<file path="src/rtl/player_motion_ctrl_if.sv">
// Purpose : bundles the keyboard/level-geometry inputs and sprite-state outputs of the player controller.
// Latency : wires only, no storage.
// Backpressure: none; every signal is level-valued and sampled every clock.
// Ports   : master drives keyboard_data, rect_bounds, rect_kind and observes X, Y, win, dead, airborne;
//           slave (the controller) takes the inputs and drives the sprite state.
interface player_motion_ctrl_if #(
  parameter int NUM_RECTS = 4
);
  logic [7:0]             keyboard_data;
  logic [NUM_RECTS*36-1:0] rect_bounds;   // per rect {bottom,top,right,left}, 9 b each, rect 0 at LSBs
  logic [NUM_RECTS*2-1:0]  rect_kind;     // 00 unused, 01 solid, 10 hazard, 11 goal
  logic [8:0]             X;
  logic [8:0]             Y;
  logic                   win;
  logic                   dead;
  logic                   airborne;

  modport master (
    output keyboard_data, rect_bounds, rect_kind,
    input  X, Y, win, dead, airborne
  );

  modport slave (
    input  keyboard_data, rect_bounds, rect_kind,
    output X, Y, win, dead, airborne
  );
endinterface

</file>
<file path="src/rtl/player_motion_ctrl.sv">
// Purpose : player sprite position controller: walk, jump/fall FSM, screen clamp, sticky win/dead flags.
// Latency : key code is registered, then acts on the next move tick; all outputs are registered.
// Backpressure: none; the held key is sampled every clock and the outputs are free-running.
// Ports   : clock, reset (async, active-low), bus (player_motion_ctrl_if.slave):
//           keyboard_data, rect_bounds, rect_kind in; X, Y, win, dead, airborne out.
// Option  : define PLAYER_DOUBLE_JUMP_EN to allow one extra jump per airborne spell on a fresh
//           jump press; without it airborne jump presses are ignored.
module player_motion_ctrl #(
  parameter int         X_START    = 0,
  parameter int         Y_START    = 0,
  parameter int         SCREEN_W   = 320,
  parameter int         SCREEN_H   = 240,
  parameter int         SPRITE_W   = 20,
  parameter int         SPRITE_H   = 20,
  parameter int         NUM_RECTS  = 4,
  parameter int         JUMP_COUNT = 35,
  parameter int         STEP_X     = 1,
  parameter int         STEP_Y     = 2,
  parameter int         TICK_DIV   = 1,
  parameter logic [7:0] KEY_LEFT   = 8'h6B,
  parameter logic [7:0] KEY_RIGHT  = 8'h74,
  parameter logic [7:0] KEY_JUMP   = 8'h75
) (
  input logic                 clock,
  input logic                 reset,
  player_motion_ctrl_if.slave bus
);

  localparam logic [1:0] KIND_SOLID  = 2'b01;
  localparam logic [1:0] KIND_HAZARD = 2'b10;
  localparam logic [1:0] KIND_GOAL   = 2'b11;

  localparam int DIV_W = (TICK_DIV > 1) ? $clog2(TICK_DIV) : 1;
  localparam int CNT_W = (JUMP_COUNT > 1) ? $clog2(JUMP_COUNT) : 1;

  // Encoding chosen so state[1] is exactly the airborne output (RISE/FALL).
  typedef enum logic [1:0] {
    GROUND = 2'b00,
    DONE   = 2'b01,
    RISE   = 2'b10,
    FALL   = 2'b11
  } state_t;

  state_t           state;
  logic [8:0]       x_q;
  logic [8:0]       y_q;
  logic             win_q;
  logic             dead_q;
  logic [CNT_W-1:0] jump_cnt;
  logic [DIV_W-1:0] div_cnt;
  logic [7:0]       key_q;

  logic tick;
  logic key_left, key_right, key_jump;
  logic hit_l, hit_r, hit_u, hit_d;
  logic blk_l, blk_r, blk_u, blk_d;
  logic hazard_hit, goal_hit;
  logic dj_take;

  logic [9:0] xw, yw;
  logic [35:0] rb;
  logic [1:0]  rk;

  // Sprite box at (bx,by) against one rect; 10-bit math so x+SPRITE_W never wraps.
  function automatic logic box_hit(input logic [9:0] bx, input logic [9:0] by,
                                   input logic [35:0] r);
    logic [9:0] left, right, top, bottom;
    left   = {1'b0, r[8:0]};
    right  = {1'b0, r[17:9]};
    top    = {1'b0, r[26:18]};
    bottom = {1'b0, r[35:27]};
    return (bx < right) && ((bx + 10'(SPRITE_W)) > left) &&
           (by < bottom) && ((by + 10'(SPRITE_H)) > top);
  endfunction

  assign tick      = (div_cnt == DIV_W'(TICK_DIV - 1));
  assign key_left  = (key_q == KEY_LEFT);
  assign key_right = (key_q == KEY_RIGHT);
  assign key_jump  = (key_q == KEY_JUMP);
  assign xw        = {1'b0, x_q};
  assign yw        = {1'b0, y_q};

  // Probe boxes one step away in each direction; underflowed probes are masked
  // by the screen-edge terms of the blocked flags below.
  always_comb begin
    hit_l      = 1'b0;
    hit_r      = 1'b0;
    hit_u      = 1'b0;
    hit_d      = 1'b0;
    hazard_hit = 1'b0;
    goal_hit   = 1'b0;
    rb         = '0;
    rk         = '0;
    for (int r = 0; r < NUM_RECTS; r++) begin
      rb = bus.rect_bounds[r*36 +: 36];
      rk = bus.rect_kind[r*2 +: 2];
      if (rk == KIND_SOLID) begin
        hit_l = hit_l | box_hit(xw - 10'(STEP_X), yw, rb);
        hit_r = hit_r | box_hit(xw + 10'(STEP_X), yw, rb);
        hit_u = hit_u | box_hit(xw, yw - 10'(STEP_Y), rb);
        hit_d = hit_d | box_hit(xw, yw + 10'(STEP_Y), rb);
      end
      if (rk == KIND_HAZARD) hazard_hit = hazard_hit | box_hit(xw, yw, rb);
      if (rk == KIND_GOAL)   goal_hit   = goal_hit   | box_hit(xw, yw, rb);
    end
  end

  assign blk_l = (xw < 10'(STEP_X)) || hit_l;
  assign blk_r = ((xw + 10'(SPRITE_W) + 10'(STEP_X)) > 10'(SCREEN_W)) || hit_r;
  assign blk_u = (yw < 10'(STEP_Y)) || hit_u;
  assign blk_d = ((yw + 10'(SPRITE_H) + 10'(STEP_Y)) > 10'(SCREEN_H)) || hit_d;

`ifdef PLAYER_DOUBLE_JUMP_EN
  logic jump_hist;  // key_jump as seen on the previous tick
  logic dj_used;
  assign dj_take = state[1] && key_jump && !jump_hist && !dj_used;
`else
  assign dj_take = 1'b0;
`endif

  always_ff @(posedge clock or negedge reset) begin
    if (!reset) begin
      x_q      <= 9'(X_START);
      y_q      <= 9'(Y_START);
      win_q    <= 1'b0;
      dead_q   <= 1'b0;
      state    <= FALL;
      jump_cnt <= '0;
      div_cnt  <= '0;
      key_q    <= 8'h00;
`ifdef PLAYER_DOUBLE_JUMP_EN
      jump_hist <= 1'b0;
      dj_used   <= 1'b0;
`endif
    end else begin
      key_q   <= bus.keyboard_data;
      div_cnt <= tick ? '0 : div_cnt + 1'b1;
      if (state != DONE) begin
        // Touch checks run every clock and freeze the sprite where it touched.
        if (hazard_hit) begin
          dead_q <= 1'b1;
          state  <= DONE;
        end else if (goal_hit) begin
          win_q <= 1'b1;
          state <= DONE;
        end else if (tick) begin
          // Horizontal and vertical both decided from the pre-tick position.
          if (key_left && !blk_l)
            x_q <= x_q - 9'(STEP_X);
          else if (key_right && !blk_r)
            x_q <= x_q + 9'(STEP_X);
`ifdef PLAYER_DOUBLE_JUMP_EN
          jump_hist <= key_jump;
`endif
          if (dj_take) begin
`ifdef PLAYER_DOUBLE_JUMP_EN
            dj_used <= 1'b1;
`endif
            state    <= RISE;
            jump_cnt <= '0;
          end else begin
            case (state)
              GROUND: begin
                if (key_jump) begin
                  state    <= RISE;
                  jump_cnt <= '0;
                end else if (!blk_d) begin
                  state <= FALL;
                end
              end
              RISE: begin
                if (!blk_u) y_q <= y_q - 9'(STEP_Y);
                jump_cnt <= jump_cnt + 1'b1;
                // jump_cnt counts completed rise ticks, so this is the JUMP_COUNT-th one.
                if (blk_u || (jump_cnt == CNT_W'(JUMP_COUNT - 1))) state <= FALL;
              end
              FALL: begin
                if (!blk_d) begin
                  y_q <= y_q + 9'(STEP_Y);
                end else begin
                  state <= GROUND;
`ifdef PLAYER_DOUBLE_JUMP_EN
                  dj_used <= 1'b0;
`endif
                end
              end
              DONE: ;
              default: ;
            endcase
          end
        end
      end
    end
  end

  assign bus.X        = x_q;
  assign bus.Y        = y_q;
  assign bus.win      = win_q;
  assign bus.dead     = dead_q;
  assign bus.airborne = state[1];

endmodule

</file>
<file path="src/flat_wrapper.sv">
// flat-port wrapper written by rule: the top's interface ports become plain ports
module player_motion_ctrl_flat 
#(
  parameter int         X_START    = 0,
  parameter int         Y_START    = 0,
  parameter int         SCREEN_W   = 320,
  parameter int         SCREEN_H   = 240,
  parameter int         SPRITE_W   = 20,
  parameter int         SPRITE_H   = 20,
  parameter int         NUM_RECTS  = 4,
  parameter int         JUMP_COUNT = 35,
  parameter int         STEP_X     = 1,
  parameter int         STEP_Y     = 2,
  parameter int         TICK_DIV   = 1,
  parameter logic [7:0] KEY_LEFT   = 8'h6B,
  parameter logic [7:0] KEY_RIGHT  = 8'h74,
  parameter logic [7:0] KEY_JUMP   = 8'h75
)
  (clock, reset, bus_keyboard_data, bus_rect_bounds, bus_rect_kind, bus_X, bus_Y, bus_win, bus_dead, bus_airborne);
  player_motion_ctrl_if #(.NUM_RECTS(NUM_RECTS)) bus_i ();
  input logic clock;
  input logic reset;
  input wire logic [$bits(bus_i.keyboard_data)-1:0] bus_keyboard_data;
  input wire logic [$bits(bus_i.rect_bounds)-1:0] bus_rect_bounds;
  input wire logic [$bits(bus_i.rect_kind)-1:0] bus_rect_kind;
  output wire logic [$bits(bus_i.X)-1:0] bus_X;
  output wire logic [$bits(bus_i.Y)-1:0] bus_Y;
  output wire logic [$bits(bus_i.win)-1:0] bus_win;
  output wire logic [$bits(bus_i.dead)-1:0] bus_dead;
  output wire logic [$bits(bus_i.airborne)-1:0] bus_airborne;
  assign bus_i.keyboard_data = bus_keyboard_data;
  assign bus_i.rect_bounds = bus_rect_bounds;
  assign bus_i.rect_kind = bus_rect_kind;
  assign bus_X = bus_i.X;
  assign bus_Y = bus_i.Y;
  assign bus_win = bus_i.win;
  assign bus_dead = bus_i.dead;
  assign bus_airborne = bus_i.airborne;
  player_motion_ctrl #(.X_START(X_START), .Y_START(Y_START), .SCREEN_W(SCREEN_W), .SCREEN_H(SCREEN_H), .SPRITE_W(SPRITE_W), .SPRITE_H(SPRITE_H), .NUM_RECTS(NUM_RECTS), .JUMP_COUNT(JUMP_COUNT), .STEP_X(STEP_X), .STEP_Y(STEP_Y), .TICK_DIV(TICK_DIV), .KEY_LEFT(KEY_LEFT), .KEY_RIGHT(KEY_RIGHT), .KEY_JUMP(KEY_JUMP)) u_core (.clock(clock), .reset(reset), .bus(bus_i));
endmodule
</file>
<file path="config.mk">
export PLATFORM = sky130hd
export DESIGN_NAME = player_motion_ctrl_flat
export DESIGN_NICKNAME = d
export VERILOG_FILES = /design/src/rtl/player_motion_ctrl_if.sv /design/src/rtl/player_motion_ctrl.sv /design/src/flat_wrapper.sv
export SDC_FILE = /design/constraint.sdc
export NUM_CORES = 1
export LEC_CHECK = 0
export BUFFER_PORTS_ARGS = -buffer_cell sky130_fd_sc_hd__buf_2
export CORE_UTILIZATION = 35
export DETAILED_ROUTE_END_ITERATION = 8
export GPL_ROUTABILITY_DRIVEN = 1
export HOLD_SLACK_MARGIN = 0.06
export PLACE_DENSITY = 0.52
export SLEW_MARGIN = 25
export SYNTH_ARGS = -nofsm -noshare
export SYNTH_HDL_FRONTEND = slang
export SYNTH_SLANG_ARGS = --single-unit
</file>
<file path="constraint.sdc">
create_clock -name clock -period 9.85 [get_ports clock]
set_input_delay 1.4775 -clock clock [delete_from_list [all_inputs] [get_ports clock]]
set_output_delay 1.4775 -clock clock [all_outputs]
set_load 0.005 [all_outputs]
</file>
# After elaboration in Yosys (flattened, before gate mapping)
# Index checks and enable logic that the tools add are counted.
[totals]
ff_bits = 37
output_inout_bits = 21
wordCells = 237
[classes]
n_addsub = 18
order_cmp = 52
eq_ne = 26
mux = 40
n_bitwise = 21
n_reduce_logical = 72
[op_table]
columns = ["operator", "count"]
rows = [
  ["10-bit by 9-bit greater-than comparator with 1-bit output", 24],
  ["10-bit by 9-bit less-than comparator with 1-bit output", 16],
  ["9-bit less-than comparator", 8],
  ["1-bit logical AND", 54],
  ["10-bit by 5-bit adder with 10-bit output (second input constant)", 4],
  ["9-bit two-way mux", 4],
  ["1-bit two-way mux", 25],
  ["8-bit by 7-bit == test with 1-bit output (second input constant)", 3],
  ["9-bit by 5-bit adder with 10-bit output (second input constant)", 2],
  ["2-bit == test (second input constant)", 10],
  ["1-bit bitwise OR", 18],
  ["9-bit case mux with 2 select lines", 1],
  ["2-bit two-way mux", 7],
  ["6-bit case mux with 2 select lines", 1],
  ["6-bit AND reduction", 2],
  ["10-bit by 1-bit adder with 10-bit output (second input constant)", 1],
  ["10-bit by 2-bit adder with 10-bit output (second input constant)", 1],
  ["9-bit by 1-bit adder with 10-bit output (second input constant)", 1],
  ["9-bit by 2-bit adder with 10-bit output (second input constant)", 1],
  ["10-bit by 8-bit greater-than comparator with 1-bit output (second input constant)", 1],
  ["10-bit by 9-bit greater-than comparator with 1-bit output (second input constant)", 1],
  ["9-bit by 1-bit subtractor with 10-bit output (second input constant)", 1],
  ["9-bit by 2-bit subtractor with 10-bit output (second input constant)", 1],
  ["9-bit by 1-bit adder with 9-bit output (second input constant)", 1],
  ["26 further kinds", 41],
]

# Logic depth before layout (Yosys ltp)
[depth]
word_depth = 19
ltp_mapped = 21
ltp_nobuf = 19

# Worst setup path before layout
# OpenSTA, ideal clock, no wires.
[synth_timing]
path_kind = "register -> register"
startpoint = "register u_core.y_q[1] (netlist: u_core.bus.Y[1])"
endpoint = "register u_core.y_q[2] (netlist: u_core.bus.Y[2])"
setup_time_ns = 0.128
arrival_ns = 4.749
t_required_ns = 9.722
setup_slack_ns = 4.973
stages_incl_launch_ff = 19
n_path_buf = 2
period_less_slack_ns = 4.877
path_cell_list = "dfrtp_1 -> clkbuf_1 -> inv_1 -> ha_1 -> or3b_1 -> clkbuf_1 -> xnor2_1 -> o21ai_0 -> nor3_1 -> xor2_1 -> ha_1 -> a21oi_1 -> o21ai_0 -> o31a_1 -> o221a_1 -> a2111o_1 -> o22a_2 -> nor2_8 -> mux2_1"
[synth_via]
elab_chain_len = 14
elab_cells_between_ends = 96
cone_classes = "8 x add/sub; 26 x order compare; 2 x eq/ne; 19 x mux; 14 x bitwise; 27 x reduce/logical"
[synth_rtl]
columns = ["element", "line", "text"]
rows = [
  ["start, declared", "player_motion_ctrl.sv:46", "logic [8:0] y_q;"],
  ["start signal, assigned", "player_motion_ctrl.sv:124", "y_q <= 9'(Y_START);"],
  ["start signal, assigned", "player_motion_ctrl.sv:172", "if (!blk_u) y_q <= y_q - 9'(STEP_Y);"],
  ["start signal, assigned", "player_motion_ctrl.sv:179", "y_q <= y_q + 9'(STEP_Y);"],
  ["9-bit by 2-bit adder with 10-bit output or 9-bit by 2-bit subtractor with 10-bit output (tied branches)", "player_motion_ctrl.sv:101, player_motion_ctrl.sv:100", ""],
  ["10-bit by 5-bit adder with 10-bit output or 10-bit by 9-bit less-than comparator with 1-bit output (tied branches)", "player_motion_ctrl.sv:73", "(by < bottom) && ((by + 10'(SPRITE_H)) > top);"],
  ["10-bit by 9-bit greater-than comparator with 1-bit output or 1-bit logical AND (tied branches)", "player_motion_ctrl.sv:73, player_motion_ctrl.sv:72", ""],
  ["1-bit logical AND", "player_motion_ctrl.sv:73", ""],
  ["1-bit two-way mux", "player_motion_ctrl.sv:97", "if (rk == KIND_SOLID) begin"],
  ["1-bit bitwise OR (on tied branches)", "player_motion_ctrl.sv:101, player_motion_ctrl.sv:100", ""],
  ["1-bit two-way mux", "player_motion_ctrl.sv:97", ""],
  ["1-bit bitwise OR (on tied branches)", "player_motion_ctrl.sv:101, player_motion_ctrl.sv:100", ""],
  ["1-bit two-way mux", "player_motion_ctrl.sv:97", ""],
  ["1-bit bitwise OR (on tied branches)", "player_motion_ctrl.sv:101, player_motion_ctrl.sv:100", ""],
  ["1-bit two-way mux", "player_motion_ctrl.sv:97", ""],
  ["1-bit logical OR (on tied branches)", "player_motion_ctrl.sv:111, player_motion_ctrl.sv:110", ""],
  ["2-bit inequality test (no line)", "n/a", ""],
  ["7-bit AND reduction (no line)", "n/a", ""],
]
# Several ways; a longest one is shown, not always the timed one. The select of a mux whose other input is x is not followed.
# A chain may end at the register's enable or synchronous reset.

# Worst setup path after layout
[layout_timing]
startpoint = "register u_core.x_q[2] (netlist: u_core.bus.X[2])"
endpoint = "register u_core.x_q[5] (netlist: u_core.bus.X[5])"
[layout_via]
elab_chain_len = 18
elab_cells_between_ends = 110
cone_classes = "8 x add/sub; 26 x order compare; 18 x mux; 14 x bitwise; 44 x reduce/logical"
[layout_rtl]
columns = ["element", "line", "text"]
rows = [
  ["start, declared", "player_motion_ctrl.sv:45", "logic [8:0] x_q;"],
  ["start signal, assigned", "player_motion_ctrl.sv:123", "x_q <= 9'(X_START);"],
  ["start signal, assigned", "player_motion_ctrl.sv:149", "x_q <= x_q - 9'(STEP_X);"],
  ["start signal, assigned", "player_motion_ctrl.sv:151", "x_q <= x_q + 9'(STEP_X);"],
  ["9-bit by 1-bit adder with 10-bit output or 9-bit by 1-bit subtractor with 10-bit output (tied branches)", "player_motion_ctrl.sv:99, player_motion_ctrl.sv:98", ""],
  ["10-bit by 5-bit adder with 10-bit output", "player_motion_ctrl.sv:72", "return (bx < right) && ((bx + 10'(SPRITE_W)) > left) &&"],
  ["10-bit by 9-bit greater-than comparator with 1-bit output", "player_motion_ctrl.sv:72", ""],
  ["1-bit logical AND (2 in series)", "player_motion_ctrl.sv:72", ""],
  ["1-bit logical AND", "player_motion_ctrl.sv:73", ""],
  ["1-bit two-way mux", "player_motion_ctrl.sv:97", ""],
  ["1-bit bitwise OR (on tied branches)", "player_motion_ctrl.sv:99, player_motion_ctrl.sv:98", ""],
  ["1-bit two-way mux", "player_motion_ctrl.sv:97", ""],
  ["1-bit bitwise OR (on tied branches)", "player_motion_ctrl.sv:99, player_motion_ctrl.sv:98", ""],
  ["1-bit two-way mux", "player_motion_ctrl.sv:97", ""],
  ["1-bit bitwise OR (on tied branches)", "player_motion_ctrl.sv:99, player_motion_ctrl.sv:98", ""],
  ["1-bit two-way mux", "player_motion_ctrl.sv:97", ""],
  ["1-bit logical OR (on tied branches)", "player_motion_ctrl.sv:109, player_motion_ctrl.sv:108", ""],
  ["1-bit zero test (on tied branches)", "player_motion_ctrl.sv:150, player_motion_ctrl.sv:148", ""],
  ["1-bit logical AND (on tied branches)", "player_motion_ctrl.sv:150, player_motion_ctrl.sv:148", ""],
  ["2-bit nonzero test (no line)", "n/a", ""],
  ["5-bit AND reduction (no line)", "n/a", ""],
]
# Several ways; a longest one is shown, not always the timed one. The select of a mux whose other input is x is not followed.

==> flow_summary_export.csv <==
group,metric,value,unit
timing,clock_skew,12.0,ps
synthesis,dominantRegCellSynth,"dfrtp_1",
synthesis,netlist.top_cell.by_area,"ha_1",
synthesis,synth.top_cells.by_count,"ha_1 (411), inv_1 (176), a21oi_1 (111)",
floorplan,start_util,0.354,
power_and_ir_drop,p_seq_frac,0.076,
placed_design,hpwlAfterDp,38300,um
min_path,hp-class,"reg2reg",
grt,grt-ovfl-total,0,
final_layout,syn_to_final_growth,12.9,%
timing,setup_viol,0,
worst_setup_path,rr_worst_depth,18,
grt,grt_usage,0.248,
power_and_ir_drop,switchingPower,2270,uW
floorplan,core,0.0355,mm^2
detailed_routing,drtAntennaViolNets,0,
grt,antenna_found_initial,2,
detailed_routing,wire_per_inst,21.1,um
grt,grt_max_degree,36,
clock_network,cts_setup_buffers,0,
timing,fin_crit,6350,ps
detailed_routing,drc,0,
synthesis,synthTopCellsByArea,"ha_1 (41%), dfrtp_1 (6.6%), inv_1 (5.3%), a21oi_1 (4.4%), a21o_1 (3.6%)",
worst_setup_path,path_max_fanout,18,
min_path,holdPathEnd,"u_core.bus.win$_DFFE_PN0P_",
floorplan,ios,183,
worst_setup_path,rrSetupSlack,3500,ps
floorplan,fp.dieH,191,um
timing,slew_headroom,0.311,
power_and_ir_drop,ir_drop,150,uV
worst_setup_path,critPathKind,"reg2reg",
clock_network,clk_pin_slew,60,ps
timing,tightestPinTransition,1030,ps
timing,finalHoldViolCount,0,
worst_setup_path,r2r_start,"u_core.bus.X[2]$_DFFE_PN0P_",
synthesis,yosys_warnings,0,
worst_setup_path,rr_endpoint,"u_core.bus.X[5]$_DFFE_PN0P_",
detailed_routing,vias,12472,
final_layout,num_antenna_cells,0,
power_and_ir_drop,p_leak,0.00744,uW
clock_network,cts_made_buffers,5,
clock_network,cts_resized,0,
synthesis,syn_nets,2112,
worst_setup_path,end_kind,"flop",
timing,timing.fmax,157,MHz
clock_network,clock-sinks,35,
worst_setup_path,start_kind,"flop",
detailed_routing,viasPerCell,5.73,
power_and_ir_drop,p_per_area,283,mW/mm^2
detailed_routing,drtPass1Iterations,5,
worst_setup_path,worstPathArrival,6550,ps
synthesis,yosysSeqAreaShare,0.0699,
synthesis,ys_ff_latch,35,
min_path,min_path_cells,1,
grt,grt_pass1_wl,69100,um
grt,grt_pass1_vias,12036,
power_and_ir_drop,p_int,1750,uW
synthesis,synth_cell_types,89,
power_and_ir_drop,swShare,0.565,
final_layout,drive_gt1_frac,0.135,
synthesis,synth_edf_count,0,
placed_design,numPortBuffers,181,
synthesis,ys_async_sr_fraction,1.00,
min_path,hp-start,"u_core.bus.win$_DFFE_PN0P_",
timing,fin_tns_setup,0,ps
placed_design,gp_congestion,0.948,
clock_network,h-tree-depth,2,
clock_network,cts_tree,"done",
job,cap_violations,0,
synthesis,netlist_instances,1538,
power_and_ir_drop,power,4020,uW
synthesis,yosysMostFrequentCell,"ha_1",
floorplan,rows,69,
timing,period_share,0.645,
floorplan,dieWidth,191,um
synthesis,syn_area_per_cell,8.17,um^2
timing,rsz0062_at_grt,"no",
detailed_routing,drt-total-wl,45900,um
final_layout,finish.utilization,0.400,
floorplan,die_area,0.0367,mm^2
final_layout,nets,2290,
power_and_ir_drop,pwr-share-comb,0.878,
clock_network,worstSkewPairLatency,280,ps
worst_setup_path,required,10050,ps
timing,slew_violations,0,
power_and_ir_drop,p_clk_frac,0.046,
run_status,outcome,"finished, final reports clean",
synthesis,yosysTopAreaCellShare,0.409,
detailed_routing,drt_first_iter_violations,668,
clock_network,cts.path.max_buffers,2,
clock_network,cts-root-buf,"clkbuf_16",
synthesis,netlist_area,0.0126,mm^2
clock_network,hold_buffers,0,
==> registers in the layout, summed over array words and instances (netlist names) <==
name             flops
u_core.key_q         8
u_core.jump_cnt      6
u_core.bus.X         9
u_core.bus.win       1
u_core.state         2
u_core.bus.Y         8
u_core.bus.dead      1
==> logic make-up (layout without fill, tap and decap cells) <==
family,Yosys count,after routing,share of synthesized area
adders and majority gates,412,412,0.411
AOI/OAI and AO/OA,450,450,0.243
other,1,1,0.000298
buffers and inverters,198,377,0.0627
muxes,6,6,0.00528
and+or+nand+nor,367,367,0.158
DFF,35,35,0.0699
xor gates and xnor gates,69,69,0.0499
==> layer usage <==
| layer | up-vias | global-route usage | wire length [um] |
|---|---|---|---|
| met5 | - | 0 | 9 |
| met3 | 91 | 0.0275 | 2600 |
| met2 | 449 | 0.423 | 21100 |
| met1 | 5787 | 0.321 | 20600 |
| li1 | 6143 | - | - |
| met4 | 2 | 0.0861 | 1650 |
==> worst max-delay path by stage <==
| stage | endpoint | from |
|---|---|---|
| CTS | u_core.bus.X[5]$_DFFE_PN0P_ | u_core.bus.X[2]$_DFFE_PN0P_ |
| detailed placement | u_core.bus.X[5]$_DFFE_PN0P_ | u_core.bus.X[2]$_DFFE_PN0P_ |
| floorplan | u_core.bus.Y[2]$_DFFE_PN0P_ | u_core.bus.Y[1]$_DFFE_PN0P_ |
| global placement | u_core.bus.X[5]$_DFFE_PN0P_ | u_core.bus.X[2]$_DFFE_PN0P_ |
| finish | u_core.bus.X[5]$_DFFE_PN0P_ | u_core.bus.X[2]$_DFFE_PN0P_ |
| global route | u_core.bus.X[5]$_DFFE_PN0P_ | u_core.bus.X[2]$_DFFE_PN0P_ |
==> critical path: stages (launching register included) <==
cell	delay (ps)
dfrtp_1	860
inv_1	420
ha_1	320
nand2b_1	160
nand2_1	150
xnor2_1	330
inv_1	280
xnor2_1	670
ha_1	390
o21a_1	180
o211ai_1	160
a31oi_1	70
a2111oi_0	550
o21bai_1	250
a41oi_1	410
o2111ai_2	400
a21oi_1	400
o21ai_1	110
a22oi_1	150
==> through the flow <==
stage,area (um^2),hold WS (ps),std cells,setup slack (ps)
floorplan,12600,466,1538,4970
global placement,14000,455,2170,3480
detailed placement,14000,453,2170,3530
CTS,14200,468,2178,3510
global route,14200,481,2178,3150
finish,14200,466,2178,3500
==> cells in the final DEF (no fill, tap or decap), types with 7 or more instances in the layout <==
master / count
a2111oi_0: 10
a211o_1: 10
a211oi_1: 27
a21o_1: 60
a21oi_1: 111
a31oi_1: 18
and2_1: 10
and3_1: 7
buf_2: 181
buf_4: 12
dfrtp_1: 33
ha_1: 411
inv_1: 176
nand2_1: 82
nand2b_1: 20
nand3_1: 42
nand4_1: 34
nor2_1: 53
nor2b_1: 21
nor3_1: 22
nor4_1: 11
o2111ai_1: 16
o211ai_1: 19
o21a_1: 22
o21ai_0: 67
o21bai_1: 8
o22ai_1: 14
or2_2: 8
or3_1: 15
xnor2_1: 48
xor2_1: 18
==> layout make-up <==
| class | instances | area, um^2 |
|---|---|---|
| fill | 3672 | 21300 |
| multi-input combinational | 1305 | 10900 |
| timing repair buffer | 193 | 996 |
| sequential | 35 | 878 |
| inverter | 176 | 661 |
| tap | 461 | 577 |
| clock buffer | 6 | 139 |
| clock inverter | 2 | 35.0 |
==> power groups by stage <==
stage	Clock, uW	Sequential [uW]	Combinational [uW]
global placement	0	305	3400
detailed placement	0	306	3470
floorplan	0	266	2480
finish	184	304	3530
global route	196	312	3950
CTS	189	303	3500
Power figures use the tool's default switching activity.
